**src/rtl/order_book_matcher_pkg.sv**
```systemverilog
// Shared definitions for the order book matcher: FSM states and order side encodings.
package order_book_matcher_pkg;

  typedef enum logic [1:0] {
    ST_IDLE   = 2'd0,
    ST_MATCH  = 2'd1,
    ST_INSERT = 2'd2
  } state_e;

  localparam logic SIDE_BUY  = 1'b0;
  localparam logic SIDE_SELL = 1'b1;

endpackage

```
**src/rtl/order_book_matcher_if.sv**
```systemverilog
// Order entry, trade report and book status bundle between order source and matcher.
interface order_book_matcher_if #(
  parameter int PRICE_W = 8,
  parameter int QTY_W   = 4,
  parameter int DEPTH   = 4,
  parameter int CNT_W   = 8
);
  localparam int CW = $clog2(DEPTH + 1);

  logic               in_valid;
  logic               in_ready;
  logic               in_side;
  logic [PRICE_W-1:0] in_price;
  logic [QTY_W-1:0]   in_qty;
  logic               halt;

  logic               trade_valid;
  logic [PRICE_W-1:0] trade_price;
  logic [QTY_W-1:0]   trade_qty;
  logic               trade_side;
  logic               reject;

  logic [PRICE_W-1:0] best_bid;
  logic [PRICE_W-1:0] best_ask;
  logic [CW-1:0]      bid_cnt;
  logic [CW-1:0]      ask_cnt;
  logic [PRICE_W-1:0] spread;
  logic [CNT_W-1:0]   trade_count;

  modport master (
    output in_valid, in_side, in_price, in_qty, halt,
    input  in_ready, trade_valid, trade_price, trade_qty, trade_side, reject,
    input  best_bid, best_ask, bid_cnt, ask_cnt, spread, trade_count
  );

  modport slave (
    input  in_valid, in_side, in_price, in_qty, halt,
    output in_ready, trade_valid, trade_price, trade_qty, trade_side, reject,
    output best_bid, best_ask, bid_cnt, ask_cnt, spread, trade_count
  );
endinterface

```
**src/rtl/order_book_matcher_side_book.sv**
```systemverilog
// One side of the book: DEPTH sorted entries kept packed toward index 0 (best first).
// DESCENDING=1 sorts bids high-to-low, 0 sorts asks low-to-high; equal prices keep arrival order.
module order_book_matcher_side_book #(
  parameter bit DESCENDING = 1'b1,
  parameter int PRICE_W    = 8,
  parameter int QTY_W      = 4,
  parameter int DEPTH      = 4
) (
  input  logic                       clk,
  input  logic                       reset,
  input  logic                       insert_i,
  input  logic [PRICE_W-1:0]         ins_price_i,
  input  logic [QTY_W-1:0]           ins_qty_i,
  input  logic                       dec_front_i,
  input  logic [QTY_W-1:0]           dec_qty_i,
  input  logic                       pop_front_i,
  output logic [PRICE_W-1:0]         front_price_o,
  output logic [QTY_W-1:0]           front_qty_o,
  output logic                       front_valid_o,
  output logic                       full_o,
  output logic [PRICE_W-1:0]         nxt_front_price_o,
  output logic                       nxt_front_valid_o,
  output logic [$clog2(DEPTH+1)-1:0] nxt_count_o
);
  localparam int CW = $clog2(DEPTH + 1);

  logic [PRICE_W-1:0] price_q [DEPTH];
  logic [PRICE_W-1:0] price_d [DEPTH];
  logic [QTY_W-1:0]   qty_q   [DEPTH];
  logic [QTY_W-1:0]   qty_d   [DEPTH];
  logic [DEPTH-1:0]   valid_q;
  logic [DEPTH-1:0]   valid_d;
  logic [CW-1:0]      ins_pos;

  always_comb begin
    // NOTE: defaults first so every path assigns every bit; anything left unassigned would infer a latch.
    price_d = price_q;
    qty_d   = qty_q;
    valid_d = valid_q;
    ins_pos = '0;
    for (int i = 0; i < DEPTH; i++) begin
      if (valid_q[i] && (DESCENDING ? (price_q[i] >= ins_price_i) : (price_q[i] <= ins_price_i)))
        ins_pos = ins_pos + CW'(1);
    end

    if (pop_front_i) begin
      for (int i = 0; i < DEPTH - 1; i++) begin
        price_d[i] = price_q[i+1];
        qty_d[i]   = qty_q[i+1];
        valid_d[i] = valid_q[i+1];
      end
      price_d[DEPTH-1] = '0;
      qty_d[DEPTH-1]   = '0;
      valid_d[DEPTH-1] = 1'b0;
    end else if (dec_front_i) begin
      qty_d[0] = qty_q[0] - dec_qty_i;
    end else if (insert_i && !valid_q[DEPTH-1]) begin
      // Entries at or after the slot slide one place toward the tail.
      for (int i = DEPTH - 1; i > 0; i--) begin
        if (CW'(i) > ins_pos) begin
          price_d[i] = price_q[i-1];
          qty_d[i]   = qty_q[i-1];
          valid_d[i] = valid_q[i-1];
        end else if (CW'(i) == ins_pos) begin
          price_d[i] = ins_price_i;
          qty_d[i]   = ins_qty_i;
          valid_d[i] = 1'b1;
        end
      end
      if (ins_pos == '0) begin
        price_d[0] = ins_price_i;
        qty_d[0]   = ins_qty_i;
        valid_d[0] = 1'b1;
      end
    end
  end

  always_comb begin
    nxt_count_o = '0;
    for (int i = 0; i < DEPTH; i++)
      if (valid_d[i]) nxt_count_o = nxt_count_o + CW'(1);
  end

  always_ff @(posedge clk or posedge reset) begin
    if (reset) begin
      // NOTE: the entry array is cleared on reset rather than left as plain storage: valid bits must
      // clear and the front price and quantity feed the status outputs directly.
      for (int i = 0; i < DEPTH; i++) begin
        price_q[i] <= '0;
        qty_q[i]   <= '0;
      end
      valid_q <= '0;
    end else begin
      // NOTE: non-blocking assignments so every register samples values from before the edge.
      price_q <= price_d;
      qty_q   <= qty_d;
      valid_q <= valid_d;
    end
  end

  assign front_price_o     = price_q[0];
  assign front_qty_o       = qty_q[0];
  assign front_valid_o     = valid_q[0];
  assign full_o            = valid_q[DEPTH-1];
  assign nxt_front_price_o = price_d[0];
  assign nxt_front_valid_o = valid_d[0];

endmodule

```
**src/rtl/order_book_matcher.sv**
```systemverilog
// Price-time priority matcher: an accepted order fills against the opposite book one fill per cycle,
// then any remainder rests in its own book. Trades, rejects and book status are registered outputs.
module order_book_matcher
  import order_book_matcher_pkg::*;
#(
  parameter int PRICE_W = 8,
  parameter int QTY_W   = 4,
  parameter int DEPTH   = 4,
  parameter int CNT_W   = 8
) (
  input logic                  clk,
  input logic                  reset,
  order_book_matcher_if.slave  bus
);
  localparam int CW = $clog2(DEPTH + 1);
  localparam logic [PRICE_W-1:0] EMPTY_ASK = '1;

  state_e             state_q, state_d;
  logic               side_q, side_d;
  logic [PRICE_W-1:0] price_q, price_d;
  logic [QTY_W-1:0]   qty_q, qty_d;
  logic               ready_en_q;
  logic               trade_valid_q, trade_valid_d;
  logic [PRICE_W-1:0] trade_price_q, trade_price_d;
  logic [QTY_W-1:0]   trade_qty_q, trade_qty_d;
  logic               trade_side_q, trade_side_d;
  logic               reject_q, reject_d;
  logic [CNT_W-1:0]   trade_count_q, trade_count_d;
  logic [PRICE_W-1:0] best_bid_q, best_bid_d, best_ask_q, best_ask_d, spread_q, spread_d;
  logic [CW-1:0]      bid_cnt_q, bid_cnt_d, ask_cnt_q, ask_cnt_d;

  logic               bid_ins, ask_ins, bid_dec, ask_dec, bid_pop, ask_pop;
  logic [PRICE_W-1:0] bid_price, ask_price, bid_nxt_price, ask_nxt_price;
  logic [QTY_W-1:0]   bid_qty, ask_qty;
  logic               bid_valid, ask_valid, bid_full, ask_full, bid_nxt_valid, ask_nxt_valid;

  logic               in_ready, accept, crossable, own_full, opp_valid;
  logic [PRICE_W-1:0] opp_price;
  logic [QTY_W-1:0]   opp_qty, fill;

  order_book_matcher_side_book #(
    .DESCENDING(1'b1), .PRICE_W(PRICE_W), .QTY_W(QTY_W), .DEPTH(DEPTH)
  ) u_bid_book (
    .clk, .reset,
    .insert_i(bid_ins), .ins_price_i(price_q), .ins_qty_i(qty_q),
    .dec_front_i(bid_dec), .dec_qty_i(fill), .pop_front_i(bid_pop),
    .front_price_o(bid_price), .front_qty_o(bid_qty), .front_valid_o(bid_valid), .full_o(bid_full),
    .nxt_front_price_o(bid_nxt_price), .nxt_front_valid_o(bid_nxt_valid), .nxt_count_o(bid_cnt_d)
  );

  order_book_matcher_side_book #(
    .DESCENDING(1'b0), .PRICE_W(PRICE_W), .QTY_W(QTY_W), .DEPTH(DEPTH)
  ) u_ask_book (
    .clk, .reset,
    .insert_i(ask_ins), .ins_price_i(price_q), .ins_qty_i(qty_q),
    .dec_front_i(ask_dec), .dec_qty_i(fill), .pop_front_i(ask_pop),
    .front_price_o(ask_price), .front_qty_o(ask_qty), .front_valid_o(ask_valid), .full_o(ask_full),
    .nxt_front_price_o(ask_nxt_price), .nxt_front_valid_o(ask_nxt_valid), .nxt_count_o(ask_cnt_d)
  );

  // ready_en_q holds acceptance off until the first edge after reset release.
  assign in_ready  = (state_q == ST_IDLE) && !bus.halt && ready_en_q;
  assign accept    = bus.in_valid && in_ready;
  assign opp_valid = (side_q == SIDE_BUY) ? ask_valid : bid_valid;
  assign opp_price = (side_q == SIDE_BUY) ? ask_price : bid_price;
  assign opp_qty   = (side_q == SIDE_BUY) ? ask_qty   : bid_qty;
  assign own_full  = (side_q == SIDE_BUY) ? bid_full  : ask_full;
  assign crossable = opp_valid && ((side_q == SIDE_BUY) ? (price_q >= opp_price) : (price_q <= opp_price));
  assign fill      = (qty_q < opp_qty) ? qty_q : opp_qty;

  always_comb begin
    state_d       = state_q;
    side_d        = side_q;
    price_d       = price_q;
    qty_d         = qty_q;
    trade_valid_d = 1'b0;
    trade_price_d = trade_price_q;
    trade_qty_d   = trade_qty_q;
    trade_side_d  = trade_side_q;
    reject_d      = 1'b0;
    trade_count_d = trade_count_q;
    bid_ins = 1'b0; ask_ins = 1'b0;
    bid_dec = 1'b0; ask_dec = 1'b0;
    bid_pop = 1'b0; ask_pop = 1'b0;

    unique case (state_q)
      ST_IDLE: begin
        if (accept) begin
          side_d  = bus.in_side;
          price_d = bus.in_price;
          qty_d   = bus.in_qty;
          if (bus.in_qty == '0) reject_d = 1'b1;
          else                  state_d  = ST_MATCH;
        end
      end
      ST_MATCH: begin
        if (crossable) begin
          trade_valid_d = 1'b1;
          trade_price_d = opp_price;
          trade_qty_d   = fill;
          trade_side_d  = side_q;
          if (trade_count_q != '1) trade_count_d = trade_count_q + CNT_W'(1);
          if (side_q == SIDE_BUY) begin
            ask_pop = (fill == opp_qty);
            ask_dec = (fill != opp_qty);
          end else begin
            bid_pop = (fill == opp_qty);
            bid_dec = (fill != opp_qty);
          end
          qty_d = qty_q - fill;
          if (qty_d == '0) state_d = ST_IDLE;
        end else begin
          state_d = ST_INSERT;
        end
      end
      ST_INSERT: begin
        state_d = ST_IDLE;
        if (own_full)                reject_d = 1'b1;
        else if (side_q == SIDE_BUY) bid_ins  = 1'b1;
        else                         ask_ins  = 1'b1;
      end
      default: state_d = ST_IDLE;
    endcase
  end

  // Status tracks the books' next contents so it is current right after each modifying edge.
  assign best_bid_d = bid_nxt_valid ? bid_nxt_price : '0;
  assign best_ask_d = ask_nxt_valid ? ask_nxt_price : EMPTY_ASK;
  assign spread_d   = (bid_nxt_valid && ask_nxt_valid) ? (ask_nxt_price - bid_nxt_price) : '0;

  always_ff @(posedge clk or posedge reset) begin
    if (reset) begin
      state_q       <= ST_IDLE;
      side_q        <= SIDE_BUY;
      price_q       <= '0;
      qty_q         <= '0;
      ready_en_q    <= 1'b0;
      trade_valid_q <= 1'b0;
      trade_price_q <= '0;
      trade_qty_q   <= '0;
      trade_side_q  <= 1'b0;
      reject_q      <= 1'b0;
      trade_count_q <= '0;
      best_bid_q    <= '0;
      best_ask_q    <= EMPTY_ASK;
      spread_q      <= '0;
      bid_cnt_q     <= '0;
      ask_cnt_q     <= '0;
    end else begin
      state_q       <= state_d;
      side_q        <= side_d;
      price_q       <= price_d;
      qty_q         <= qty_d;
      ready_en_q    <= 1'b1;
      trade_valid_q <= trade_valid_d;
      trade_price_q <= trade_price_d;
      trade_qty_q   <= trade_qty_d;
      trade_side_q  <= trade_side_d;
      reject_q      <= reject_d;
      trade_count_q <= trade_count_d;
      best_bid_q    <= best_bid_d;
      best_ask_q    <= best_ask_d;
      spread_q      <= spread_d;
      bid_cnt_q     <= bid_cnt_d;
      ask_cnt_q     <= ask_cnt_d;
    end
  end

  assign bus.in_ready    = in_ready;
  assign bus.trade_valid = trade_valid_q;
  assign bus.trade_price = trade_price_q;
  assign bus.trade_qty   = trade_qty_q;
  assign bus.trade_side  = trade_side_q;
  assign bus.reject      = reject_q;
  assign bus.best_bid    = best_bid_q;
  assign bus.best_ask    = best_ask_q;
  assign bus.bid_cnt     = bid_cnt_q;
  assign bus.ask_cnt     = ask_cnt_q;
  assign bus.spread      = spread_q;
  assign bus.trade_count = trade_count_q;

endmodule

```
**src/flat_wrapper.sv**
```systemverilog
// flat-port wrapper written by rule: the top's interface ports become plain ports
module order_book_matcher_flat import order_book_matcher_pkg::*;
#(
  parameter int PRICE_W = 8,
  parameter int QTY_W   = 4,
  parameter int DEPTH   = 4,
  parameter int CNT_W   = 8
)
  (clk, reset, bus_in_valid, bus_in_side, bus_in_price, bus_in_qty, bus_halt, bus_in_ready, bus_trade_valid, bus_trade_price, bus_trade_qty, bus_trade_side, bus_reject, bus_best_bid, bus_best_ask, bus_bid_cnt, bus_ask_cnt, bus_spread, bus_trade_count);
  order_book_matcher_if #(.PRICE_W(PRICE_W), .QTY_W(QTY_W), .DEPTH(DEPTH), .CNT_W(CNT_W)) bus_i ();
  input logic clk;
  input logic reset;
  input wire logic [$bits(bus_i.in_valid)-1:0] bus_in_valid;
  input wire logic [$bits(bus_i.in_side)-1:0] bus_in_side;
  input wire logic [$bits(bus_i.in_price)-1:0] bus_in_price;
  input wire logic [$bits(bus_i.in_qty)-1:0] bus_in_qty;
  input wire logic [$bits(bus_i.halt)-1:0] bus_halt;
  output wire logic [$bits(bus_i.in_ready)-1:0] bus_in_ready;
  output wire logic [$bits(bus_i.trade_valid)-1:0] bus_trade_valid;
  output wire logic [$bits(bus_i.trade_price)-1:0] bus_trade_price;
  output wire logic [$bits(bus_i.trade_qty)-1:0] bus_trade_qty;
  output wire logic [$bits(bus_i.trade_side)-1:0] bus_trade_side;
  output wire logic [$bits(bus_i.reject)-1:0] bus_reject;
  output wire logic [$bits(bus_i.best_bid)-1:0] bus_best_bid;
  output wire logic [$bits(bus_i.best_ask)-1:0] bus_best_ask;
  output wire logic [$bits(bus_i.bid_cnt)-1:0] bus_bid_cnt;
  output wire logic [$bits(bus_i.ask_cnt)-1:0] bus_ask_cnt;
  output wire logic [$bits(bus_i.spread)-1:0] bus_spread;
  output wire logic [$bits(bus_i.trade_count)-1:0] bus_trade_count;
  assign bus_i.in_valid = bus_in_valid;
  assign bus_i.in_side = bus_in_side;
  assign bus_i.in_price = bus_in_price;
  assign bus_i.in_qty = bus_in_qty;
  assign bus_i.halt = bus_halt;
  assign bus_in_ready = bus_i.in_ready;
  assign bus_trade_valid = bus_i.trade_valid;
  assign bus_trade_price = bus_i.trade_price;
  assign bus_trade_qty = bus_i.trade_qty;
  assign bus_trade_side = bus_i.trade_side;
  assign bus_reject = bus_i.reject;
  assign bus_best_bid = bus_i.best_bid;
  assign bus_best_ask = bus_i.best_ask;
  assign bus_bid_cnt = bus_i.bid_cnt;
  assign bus_ask_cnt = bus_i.ask_cnt;
  assign bus_spread = bus_i.spread;
  assign bus_trade_count = bus_i.trade_count;
  order_book_matcher #(.PRICE_W(PRICE_W), .QTY_W(QTY_W), .DEPTH(DEPTH), .CNT_W(CNT_W)) u_core (.clk(clk), .reset(reset), .bus(bus_i));
endmodule
```
**config.mk**
```make
export PLATFORM = sky130hd
export DESIGN_NAME = order_book_matcher_flat
export DESIGN_NICKNAME = d
export VERILOG_FILES = /design/src/rtl/order_book_matcher_pkg.sv /design/src/rtl/order_book_matcher_if.sv /design/src/rtl/order_book_matcher_side_book.sv /design/src/rtl/order_book_matcher.sv /design/src/flat_wrapper.sv
export SDC_FILE = /design/constraint.sdc
export NUM_CORES = 1
export LEC_CHECK = 0
export ABC_CLOCK_PERIOD_IN_PS = 5480
export BUFFER_PORTS_ARGS = -buffer_cell sky130_fd_sc_hd__buf_2
export CAP_MARGIN = 10
export CORE_MARGIN = 8
export CORE_UTILIZATION = 45
export CTS_BUF_LIST = sky130_fd_sc_hd__clkbuf_8
export DETAILED_ROUTE_END_ITERATION = 10
export HOLD_SLACK_MARGIN = 0.02
export PLACE_DENSITY = 0.74
export SKIP_LAST_GASP = 1
export SYNTH_ARGS = -nofsm -noshare
export SYNTH_HDL_FRONTEND = slang
export SYNTH_SLANG_ARGS = --single-unit
export TNS_END_PERCENT = 20
```
**constraint.sdc**
```tcl
create_clock -name clk -period 5.48 [get_ports clk]
set_clock_uncertainty 0.2 [all_clocks]
set_input_delay 0.548 -clock clk [delete_from_list [all_inputs] [get_ports clk]]
set_output_delay 0.548 -clock clk [all_outputs]
set_load 0.01 [all_outputs]
```
==> Word-level counts from Yosys, hierarchy flattened <==
Cells that the tools add are included.
{ "word_totals": {"ff_bits": 173, "input_bits": 17, "out_inout_bits": 54, "word_cells": 253} }
{ "classes": {"add_sub_neg": 17, "order_cmp": 17, "eq_ne": 17, "n_mux": 119, "reduce_logical": 49} }
{ "ops": {"columns": ["cell", "count"], "rows": [
  ["$mux 32", 6],
  ["$mux 8", 18],
  ["$mux 4", 26],
  ["$mux 16", 4],
  ["$mux 1", 44],
  ["$ge 8x8->1", 5],
  ["$le 8x8->1", 5],
  ["$add 3x1->3 const B", 12],
  ["$mux 3", 12],
  ["$reduce_bool 3->1", 10],
  ["$reduce_and 3->1", 9],
  ["$mux 12", 2],
  ["$logic_and 1x1->1", 15],
  ["$eq 2x3->1 const A", 4],
  ["$gt 2x3->1 const A", 4],
  ["$sub 4x4->4", 3],
  ["$add 8x1->8 const B", 1],
  ["$logic_not 4->1", 2],
  ["$mux 2", 4],
  ["$ne 8x8->1 const B", 1],
  ["$pmux 4 s2", 1],
  ["$reduce_and 2->1", 4],
  ["$sub 8x8->8", 1],
  ["$eq 1x3->1 const A", 2],
  ["15 further kinds", 24]
]} }

==> Logic depth before layout (Yosys ltp) <==
{ "depth": {"word_depth": 22, "depth_mapped": 32} }

==> Cells and area by module <==
From an unflattened synthesis, not the netlist that was laid out.
{ "unflattened": {"hier_cells": 1237, "area_unflattened_um2": 11850.1} }
{ "modules_own_cells": {"columns": ["mod", "n_inst", "cells_per_inst", "area_each_um2", "seq_area_each_um2"], "rows": [
  ["order_book_matcher_side_book (u_core.u_ask_book)", 1, 455, 4174.0, 1301.2],
  ["order_book_matcher_side_book (u_core.u_bid_book)", 1, 441, 4154.0, 1301.2],
  ["order_book_matcher", 1, 341, 3522.1, 1736.7]
]} }

==> Least setup slack after synthesis <==
No wires, ideal clock.
{ "synth_timing": {"path_type": "reg2reg", "from": "reg u_core.price_q[1]", "to": "reg u_core.spread_q[7] (netlist: u_core.bus.spread[7])", "setup_ns": 0.119, "arrival_ns": 5.304, "required_time_ns": 5.161, "slack_ns": -0.143, "path_stages_with_launch": 33, "period_less_slack_ns": 5.623, "path_cell_list": "dfrtp_1 clkbuf_1 inv_1 ha_1 a21o_1 a21o_1 a21o_1 a21oi_1 nor2b_1 o21ai_0 nand2b_1 a21oi_1 nor2b_1 ha_1 buf_2 nand3b_4 nand2_2 buf_6 nor3_4 mux2i_1 nor2_1 a21oi_1 ha_1 nor2b_1 o21ai_0 a21oi_1 o21ai_0 nand2b_1 a21o_1 a21oi_1 xnor2_1 xnor2_1 nor2_1"} }
{ "synth_between": {"elab_chain_cells": 16, "elab_cells_between_ends": 63, "cone_classes": "add/sub (7); order compare (10); mux (34); reduce/logical (12)"} }
{ "synth_lines": {"columns": ["item", "line", "source"], "rows": [
  ["from (decl)", "order_book_matcher.sv:20", "logic [PRICE_W-1:0] price_q, price_d;"],
  ["from (signal assigned)", "order_book_matcher.sv:152", "price_q <= price_d;"],
  ["$le 8x8->1 / $ge 8x8->1 (equally long branches)", "order_book_matcher_side_book.sv:42", "if (valid_q[i] && (DESCENDING ? (price_q[i] >= ins_price_i) : (price_q[i] <= ins_price_i)))"],
  ["$logic_and 1x1->1", "order_book_matcher_side_book.sv:42", null],
  ["$mux 1", "order_book_matcher_side_book.sv:42", null],
  ["$add 3x1->3", "order_book_matcher_side_book.sv:43", "ins_pos = ins_pos + CW'(1);"],
  ["$mux 3", "order_book_matcher_side_book.sv:42", null],
  ["$add 3x1->3", "order_book_matcher_side_book.sv:43", null],
  ["$mux 3", "order_book_matcher_side_book.sv:42", null],
  ["$add 3x1->3", "order_book_matcher_side_book.sv:43", null],
  ["$mux 3", "order_book_matcher_side_book.sv:42", null],
  ["$logic_not 3->1", "order_book_matcher_side_book.sv:70", "if (ins_pos == '0) begin"],
  ["$mux 8 / $mux 1 (equally long branches)", "order_book_matcher_side_book.sv:70", null],
  ["$mux 32 / $mux 4 (equally long branches)", "order_book_matcher_side_book.sv:57", "end else if (insert_i && !valid_q[DEPTH-1]) begin"],
  ["$mux 32 / $mux 4 (equally long branches)", "order_book_matcher_side_book.sv:55", "end else if (dec_front_i) begin"],
  ["$mux 32 / $mux 4 (equally long branches)", "order_book_matcher_side_book.sv:46", "if (pop_front_i) begin"],
  ["$sub 8x8->8 / $logic_and 1x1->1 (equally long branches)", "order_book_matcher.sv:129", "assign spread_d = (bid_nxt_valid && ask_nxt_valid) ? (ask_nxt_price - bid_nxt_price) : '0;"],
  ["$mux 8 (*)", "order_book_matcher.sv:129", null],
  ["via u_core.spread_d[7]", "order_book_matcher.sv:29", "logic [PRICE_W-1:0] best_bid_q, best_bid_d, best_ask_q, best_ask_d, spread_q, spread_d;"],
  ["to (signal assigned)", "order_book_matcher.sv:163", "spread_q <= spread_d;"],
  ["to (decl)", "order_book_matcher.sv:29", null]
]} }
The timed path passes the listed nets; every way through them passes the cells marked *. The select of a mux whose other input is x is not followed.
A chain may end at the register's enable or synchronous reset.

==> Worst setup path after layout <==
{ "layout_timing": {"from": "reg u_core.price_q[0]", "to": "reg u_core.spread_q[7] (netlist: u_core.bus.spread[7])"} }
The elaborated chain is that of the path after synthesis.

==> metrics.md <==
| Metric | Value |
|---|---|
| Status | complete, no violations |
| Die ar. | 30,310 um^2 |
| Max Cap Viol | 0 |
| Wire per inst | just under 20 um |
| Post-synth ARST share | 100.0% |
| Setup WS post-layout | 259.6 ps |
| Pin count of the biggest net entering global routing | 75 |
| CTS tree | yes |
| Drt total wl | 30,440 um |
| Register bit total from synthesis | 173 |
| Initial antenna violation count | 0 |
| GR Util All Layers | about 20% |
| Main synth FF type | dfrtp_1 |
| EDFF count, synth | 0 |
| Most instantiated cells after synthesis | dfrtp_1 (165), ha_1 (112), mux2i_1 (99) |
| Die Y | 174.1 um |
| First-pass GRT wire length | around 49,000 um |
| Worst path max stage delay | around 450 ps |
| Vias in the first global route | approximately 9,100 |
| Nets | 1,364 |
| Setup Buffers After CTS | 0 |
| Maximum buffer depth of the clock tree | 2 |
| Most frequent cell after synthesis | dfrtp_1 |
| Via count | 9,171 |
| Crit Path Class | flip-flop to flip-flop |
| Synth top area share | 36.72% |
| CTS Buf Count | 17 |
| Routability Congestion | 0.9349 |
| Post-placement cell area | around 12,000 um^2 |
| Clock sinks | around 170 |
| Synth unique cells | 88 |
| Largest cells by area after synthesis | dfrtp_1 (37%), ha_1 (12%), mux2i_1 (8.8%) |
| Clock tree root buffer cell | clkbuf_8 |
| Sequential area share after synthesis | ~39% |
| Worst Tran Pin Value | 1155 ps |
| Setup violations, final | 0 |
| I/O Buffers | 70 |
| Hold crit path type | input port to flip-flop |
| Buf+Inv Stages, Crit Path | 1 |
| DRT antenna net count | 0 |
| Fmax | 191.6 MHz |
| Ports | 71 |
| Critical Path Fanout Max | 5 |
| Yosys warning count | 0 |
| Layout area overhead | 12.55% |
| Share of cells above drive strength 1 | between 10% and 20% |
| Post-DP HPWL | 22,860 um |
| Initial drt markers | 610 |
| H-Tree Level Count | 4 |
| Critical Path End Type | flip-flop |
| CP top delay family | compound AO/OA/AOI/OAI gates |
| Final Max Tran Viols | 0 |
| Num rows | 58 |
| Mapped Area | 11,250 um^2 |
| Synth Net Count | ~1,300 |
| Core region area | 24,890 um^2 |
| Vias per cell | 5.827 |
| Tcrit/Tclk final | between 90 and 100% |
| Startpoint types | flip-flop |
| Die W | between 150 and 200 um |
| Worst skew pair latency | 470 ps |
| WP data arrival | 5390 ps |
| Drt drc | 0 |
| Final hold vios | 0 |
| # fillers | 2,245 |
| Drt first pass iters | 7 |
| Diodes inserted | 0 |
| Gate Count Post-Synth | between 1,000 and 1,500 |
| Post-Route Setup TNS | 0 ps |
| Reg clk slew, reported paths | 90 ps |
| Grt total ovfl | 0 |
| Initial Util | 45.18% |
| Mean Syn Cell Area | 9.839 um^2 |
| Rel. slew slack | 22.43% |
| Leading area contributor after synthesis | dfrtp_1 |
| Slowest cell on crit path | dfrtp_2 |
| DP Worst Slack | between 60 and 70 ps |
| Final instance area | 12,660 um^2 |
| Critical Path RT | 5650 ps |
| Tmin final | between 5000 and 6000 ps |
-- timing repair --
action                                  4_1_cts  5_1_grt
hold buffers                                  1        0
endpoints found under the setup margin        0       18
endpoints found under the hold margin        65        0
gates resized for setup                       0       19
-- layout make-up --
cell class,instances,area (um^2),share of cell area [%]
inverter,54,210.2,1.661
clock inverter,14,142.6,1.127
timing repair buffer,130,803.3,6.346
tap,330,412.9,3.262
sequential,173,4340,34.29
clock buffer,18,247.7,1.957
multi-input combinational,855,6500,51.35
-- flip-flops by register name (all words and copies together) (netlist names), 8 cells and up --
name	flops
u_core.bus.best_ask	8
u_core.bus.best_bid	8
u_core.bus.spread	8
u_core.bus.trade_count	8
u_core.bus.trade_price	8
u_core.price_q	8
u_core.u_ask_book.front_price_o	8
u_core.u_ask_book.price_q	24
u_core.u_ask_book.qty_q	12
u_core.u_bid_book.front_price_o	8
u_core.u_bid_book.price_q	24
u_core.u_bid_book.qty_q	12
-- logic make-up after synthesis --
group / after synthesis / synth area share [%]
fa+ha+maj: 116 / 13.17
xor+xnor: 32 / 2.626
mux: 114 / 10.31
buf+inv: 115 / 4.306
compound gates: 297 / 17.81
simple gates: 295 / 13.15
other cells: 1 / 0.03335
flops: 173 / 38.58
-- worst paths after layout --
kind,startpoint,endpoint,slack (ps),depth (start not counted)
setup reg to reg,u_core.price_q[0]$_DFFE_PP0P_,u_core.bus.spread[7]$_DFF_PP0_,260,29
hold / removal,bus_in_price[3],u_core.price_q[3]$_DFFE_PP0P_,110,2
hold reg to reg,u_core.bus.trade_qty[1]$_DFFE_PP0P_,u_core.bus.trade_qty[1]$_DFFE_PP0P_,290,1
setup / recovery,u_core.price_q[0]$_DFFE_PP0P_,u_core.bus.spread[7]$_DFF_PP0_,260,29
max in group asynchronous,reset,u_core.u_bid_book.qty_q[2]$_DFFE_PP0P_,3310,4
min in group asynchronous,reset,u_core.u_ask_book.qty_q[6]$_DFFE_PP0P_,540,3
-- cell usage in the layout, fill, tap and decap left out, drive strengths merged, types with 7 or more instances in the layout --
cell type,count
nand2b,21
or3,7
dfrtp,165
a221o,8
mux2i,99
mux2,15
a211oi,12
nand2,73
and2,9
a22oi,10
ha,112
o22ai,15
a21oi,91
a21o,26
o21a,13
nand3,24
xor2,7
clkbuf,18
nor3,18
nand4,12
nor2,92
dfstp,8
xnor2,25
buf,129
o21ai,84
inv,60
and3,7
nor2b,15
-- per-layer routing --
layer,vias to the layer above,wire length (um),track usage (%)
met2,364,14280,32.24
met3,86,2204,4.491
met4,0,1196,8.799
met1,4459,12770,25.27
met5,-,0,0
li1,4262,-,-
-- per-stage QoR --
stage	utilization [%]	hold slack, ps	instances
finish	50.85	106.1	1574
global route	50.85	83.07	1574
CTS	50.57	70.13	1574
detailed placement	48.96	269.5	1541
global placement	48.96	256.7	1541
floorplan	-	249.2	1143
Power is left out: the tool's default activity adds up to more than one toggle a clock period on the data nets, which glitch-free logic cannot reach.
